==> src/rtl/wash_cycle_sequencer.sv <==
// Washing-machine state sequencer: decodes panel buttons and the lid sensor into the state bus,
// selects the program word and closes the loop on the run controller's status signals.
module wash_cycle_sequencer #(
    parameter int          NUM_MODES = 4,
    parameter logic [25:0] PROG0     = {3'd1, 4'd2, 3'd1, 3'd1, 3'd1, 4'd2, 3'd1, 3'd1},
    parameter logic [25:0] PROG1     = {3'd0, 4'd1, 3'd0, 3'd1, 3'd0, 4'd1, 3'd0, 3'd1},
    parameter logic [25:0] PROG2     = {3'd3, 4'd9, 3'd3, 3'd3, 3'd3, 4'd9, 3'd3, 3'd3},
    parameter logic [25:0] PROG3     = {3'd0, 4'd0, 3'd0, 3'd0, 3'd0, 4'd0, 3'd2, 3'd2}
) (
    input  logic        clk,
    input  logic        rst,
    input  logic        power_btn,
    input  logic        start_btn,
    input  logic        mode_btn,
    input  logic        lid_open,
    input  logic        had_finish,
    input  logic [2:0]  init_time,
    input  logic [2:0]  finish_time,
    output logic [2:0]  state,
    output logic [25:0] data,
    output logic [1:0]  mode,
    output logic        buzzer
);

    typedef enum logic [2:0] {
        ST_SHUTDOWN = 3'd0,
        ST_BEGIN    = 3'd1,
        ST_SET      = 3'd2,
        ST_RUN      = 3'd3,
        ST_ERROR    = 3'd4,
        ST_PAUSE    = 3'd5,
        ST_FINISH   = 3'd6
    } state_t;

    localparam logic [25:0] PROG_TABLE [4] = '{PROG0, PROG1, PROG2, PROG3};
    localparam logic [1:0]  LAST_MODE      = 2'(NUM_MODES - 1);

    state_t      state_reg, state_next;
    logic [1:0]  mode_reg, mode_next;
    logic [25:0] data_reg;
    logic        buzzer_reg, buzzer_next;
    logic        power_prev_reg, start_prev_reg, mode_prev_reg;
    logic        power_edge, start_edge, mode_edge;

    assign power_edge = power_btn & ~power_prev_reg;
    assign start_edge = start_btn & ~start_prev_reg;
    assign mode_edge  = mode_btn  & ~mode_prev_reg;

    // State register. During reset the button copies track the live levels so that a button
    // still held when reset releases is not mistaken for a fresh press.
    always_ff @(posedge clk) begin
        power_prev_reg <= power_btn;
        start_prev_reg <= start_btn;
        mode_prev_reg  <= mode_btn;
        if (rst) begin
            state_reg  <= ST_SHUTDOWN;
            mode_reg   <= 2'd0;
            data_reg   <= PROG0;
            buzzer_reg <= 1'b0;
        end else begin
            state_reg  <= state_next;
            mode_reg   <= mode_next;
            data_reg   <= PROG_TABLE[mode_reg];
            buzzer_reg <= buzzer_next;
        end
    end

    // Next-state logic; power edge outranks everything, then lid, start, and status inputs.
    always_comb begin
        state_next = state_reg;
        if (state_reg != ST_SHUTDOWN && power_edge) begin
            state_next = ST_SHUTDOWN;
        end else begin
            case (state_reg)
                ST_SHUTDOWN: if (power_edge) state_next = ST_BEGIN;
                ST_BEGIN:    if (init_time == 3'd0) state_next = ST_SET;
                ST_SET:      if (start_edge) state_next = lid_open ? ST_ERROR : ST_RUN;
                ST_RUN: begin
                    if (lid_open)        state_next = ST_ERROR;
                    else if (start_edge) state_next = ST_PAUSE;
                    else if (had_finish) state_next = ST_FINISH;
                end
                ST_PAUSE:    if (start_edge && !lid_open) state_next = ST_RUN;
                ST_ERROR:    if (start_edge && !lid_open) state_next = ST_SET;
                ST_FINISH:   if (finish_time == 3'd0) state_next = ST_SHUTDOWN;
                default:     state_next = ST_SHUTDOWN;
            endcase
        end
    end

    // Output logic: mode steps only in SET when no higher-priority button acted this cycle.
    always_comb begin
        mode_next   = mode_reg;
        buzzer_next = (state_next == ST_FINISH) || (state_next == ST_ERROR);
        if (state_next == ST_SHUTDOWN) begin
            mode_next = 2'd0;
        end else if (state_reg == ST_SET && !power_edge && !start_edge && mode_edge) begin
            mode_next = (mode_reg == LAST_MODE) ? 2'd0 : mode_reg + 2'd1;
        end
    end

    assign state  = state_reg;
    assign mode   = mode_reg;
    assign data   = data_reg;
    assign buzzer = buzzer_reg;

endmodule

==> config.mk <==
export PLATFORM = sky130hd
export DESIGN_NAME = wash_cycle_sequencer
export DESIGN_NICKNAME = d
export VERILOG_FILES = /design/src/rtl/wash_cycle_sequencer.sv
export SDC_FILE = /design/constraint.sdc
export NUM_CORES = 1
export LEC_CHECK = 0
export ABC_AREA = 1
export ABC_CLOCK_PERIOD_IN_PS = 1600
export BUFFER_PORTS_ARGS = -buffer_cell sky130_fd_sc_hd__buf_2
export CAP_MARGIN = 20
export CELL_PAD_IN_SITES_DETAIL_PLACEMENT = 1
export CELL_PAD_IN_SITES_GLOBAL_PLACEMENT = 1
export CORE_ASPECT_RATIO = 1.1
export CORE_MARGIN = 5
export CORE_UTILIZATION = 29
export DETAILED_ROUTE_END_ITERATION = 10
export PLACE_DENSITY = 0.78
export SYNTH_ARGS = -nofsm -noshare
export SYNTH_HDL_FRONTEND = slang
export SYNTH_SLANG_ARGS = --single-unit
==> constraint.sdc <==
create_clock -name clk -period 1.6 [get_ports clk]
set_input_delay 0.24 -clock clk [delete_from_list [all_inputs] [get_ports clk]]
set_output_delay 0.24 -clock clk [all_outputs]
set_load 0.02 [all_outputs]
==> out/qor.txt <==
===============================================================================================
Run status                                                                         complete, no violations
Static leakage                                                                        0.6367 nW
Required @ worst endpoint                                                               1.83 ns
Total Nets Final                                                                            181
Clock net sink count                                                                         15
Commonest cells after routing, fill and taps aside                                 36 x sky130_fd_sc_hd__buf_2, 33 x sky130_fd_sc_hd__nand2_1, 23 x sky130_fd_sc_hd__inv_1
Most common cell after layout, fill and taps aside                                 sky130_fd_sc_hd__buf_2
Final antenna-violating net count                                                             0
Number of flip-flops under the largest register name                                          6
Critical Path Sink Type                                                                    flop
Max-slew violations                                                                           0
Clock input transition at the sequential cells of the worst setup and hold paths        0.08 ns
Seq/Total Area, Yosys                                                                    33.29%
Setup violators final                                                                         0
Die boundary width                                                                     63.18 um
Number of placed cells counting well taps                                                   194
Worst slack at placement                                                              0.2184 ns
Clock root buffer master                                                           sky130_fd_sc_hd__clkbuf_4
Length of the first detailed-routing pass in iterations                                       4
Gate count after technology mapping                                                         137
Bufs on Longest Clock Path                                                                    2
Final GP Congestion                                                                      0.8211
Portion of synthesized cell area occupied by the leading cell type                       33.29%
Number of cells in the finished layout apart from fillers                                   198
Core Footprint                                                                        3022 um^2
Post-synthesis to final-layout area growth                                               14.01%
Placed wire-length estimate after detailed placement                                    1927 um
CP top delay family                                                                simple AND/OR/NAND/NOR gates
Vias in the first global route                                                              891
Peak clock frequency supported by timing                                              736.9 MHz
Number of storage elements in the synthesis netlist                                          15
Maximum single-stage delay on the critical path                                         0.43 ns
Global-route wire length before repair                                                  3739 um
Die area                                                                              4328 um^2
Fin. Hold Viols                                                                               0
Pwr/cell area                                                                      663.9 nW/um^2
Number of DRC markers after the initial detailed-route iteration                             10
Mean instance size in the synthesized netlist                                        6.585 um^2
Clock tree skew after final layout                                                  0.003544 ns
Site Rows                                                                                    21
Mapped Area                                                                          902.1 um^2
Unrepaired setup endpoints after global routing                                           false
# H-tree levels                                                                               1
Via count of the routed design                                                              868
Overall fraction of global-route tracks in use                                           10.74%
Synth unique cells                                                                           17
Height of the chip                                                                     68.50 um
Worst Hold Class                                                                      in -> reg
Routed wirelength normalized by instance count                                         11.09 um
CTS tree                                                                                  built
Maximum number of pins on one net before global-route repair                                  9
Number of diodes added for antenna fixing                                                     0
Max-cap viol count                                                                            0
Period utilization                                                                       84.81%
Critical-path cell with the highest stage delay                                    sky130_fd_sc_hd__dfxtp_1
Number of vias per cell after detailed routing                                            4.384
Drc violations                                                                                0
Worst supply voltage drop on vdd                                                      0.4590 mV
Area leader, netlist                                                               sky130_fd_sc_hd__dfxtp_1
Source-to-sink clock delay at the later pin of the worst-skew pair                      0.28 ns
Most area-consuming cells after synthesis                                          sky130_fd_sc_hd__dfxtp_1 33%, sky130_fd_sc_hd__buf_4 17%, sky130_fd_sc_hd__nand2_1 14%
Share of cells above drive strength 1                                                    28.66%
End-of-flow core utilization                                                             34.04%
Post-route setup slack                                                                0.2430 ns
Most prevalent standard cell on the critical path                                  sky130_fd_sc_hd__nand2_1
Crit path time final                                                                   1.357 ns
Final global-route overflow total                                                             0
Post-CTS setup buffer count                                                                   0
Aggregate routed wire length                                                            2196 um
Count of port buffers added during placement                                                 36
Starting density of the core                                                             29.86%
List of cells traversed by the critical path                                       inv_2 > nor2_1 > o21ai_1 > nand2_1 > nand2_1 > nand2_1 > nand2_1 > nand3_2 > nand2_1 > inv_1
Critical-path maximum fanout                                                                  7
Total clock buffers created by CTS                                                            3
Number of antenna violations at the first check in global routing                             0
Crit Path Category                                                                   reg -> reg
Total of warnings raised by yosys                                                             0
Setup TNS Final                                                                            0 ns
CP bufs+invs                                                                                  2
WP data arrival                                                                         1.58 ns
Top-level I/O count                                                                          45
Critical path startpoint category                                                          flop
===============================================================================================
layer usage:
layer  GRT usage [%]  part of all wire, %
met1           9.843                   36
met2           22.18                   54
met3           3.890                  9.1
met4           3.117                 0.96
met5               0                    0
final timing paths:
path                               start             to  slack (ns)  cells after the start
worst max-delay path            state[2]        mode[1]        0.24                     10
worst min-delay path            mode_btn  mode_prev_reg        0.08                      1
worst max register to register  state[2]        mode[1]        0.24                     10
worst min register to register   mode[1]        data[4]        0.51                      2
synthesized netlist by cell type (all sizes together):
master and count:
nand4 1, nor2 19, conb 1, nand3 9
or2 1, o21ai 5, dfxtp 15, inv 25
ha 3, buf 20, a21oi 4, nand2 34
logic make-up (layout without fill, tap and decap cells):
group	Yosys count	in the layout	share of synthesized area, %
AOI/OAI and AO/OA	9	9	4.993
adders and majority gates	3	3	4.161
buffers and inverters	45	65	27.05
and+or+nand+nor	64	64	30.10
DFF	15	15	33.29
other	1	8	0.4157
power breakdown:
group | switching (mW) | internal (mW)
clock | 0.110 | 0.0968
sequential | 0.00648 | 0.380
combinational | 0.0624 | 0.0276
metrics by stage:
step                hold WS, ns  instance area [um^2]  power [mW]
floorplan                0.2677                 928.4      0.4665
global placement         0.3691                  1001      0.4811
detailed placement       0.3742                  1001      0.4854
CTS                     0.07548                  1027      0.6955
global route            0.06439                  1028      0.7360
finish                  0.08229                  1028      0.6828
repair_timing:
item | in CTS | in global routing
hold buffers | 0 | 0
setup endpoints to repair | 0 | 1
resized for setup | 0 | 1
final cells by class:
type,instances,area (um^2)
fill,411,1993
multi-input combinational,84,384.1
sequential,15,301.5
timing repair buffer,36,180.2
inverter,25,93.84
tap,34,42.54
clock buffer,4,26.28
No activity file was read; power rests on OpenSTA's default activity.
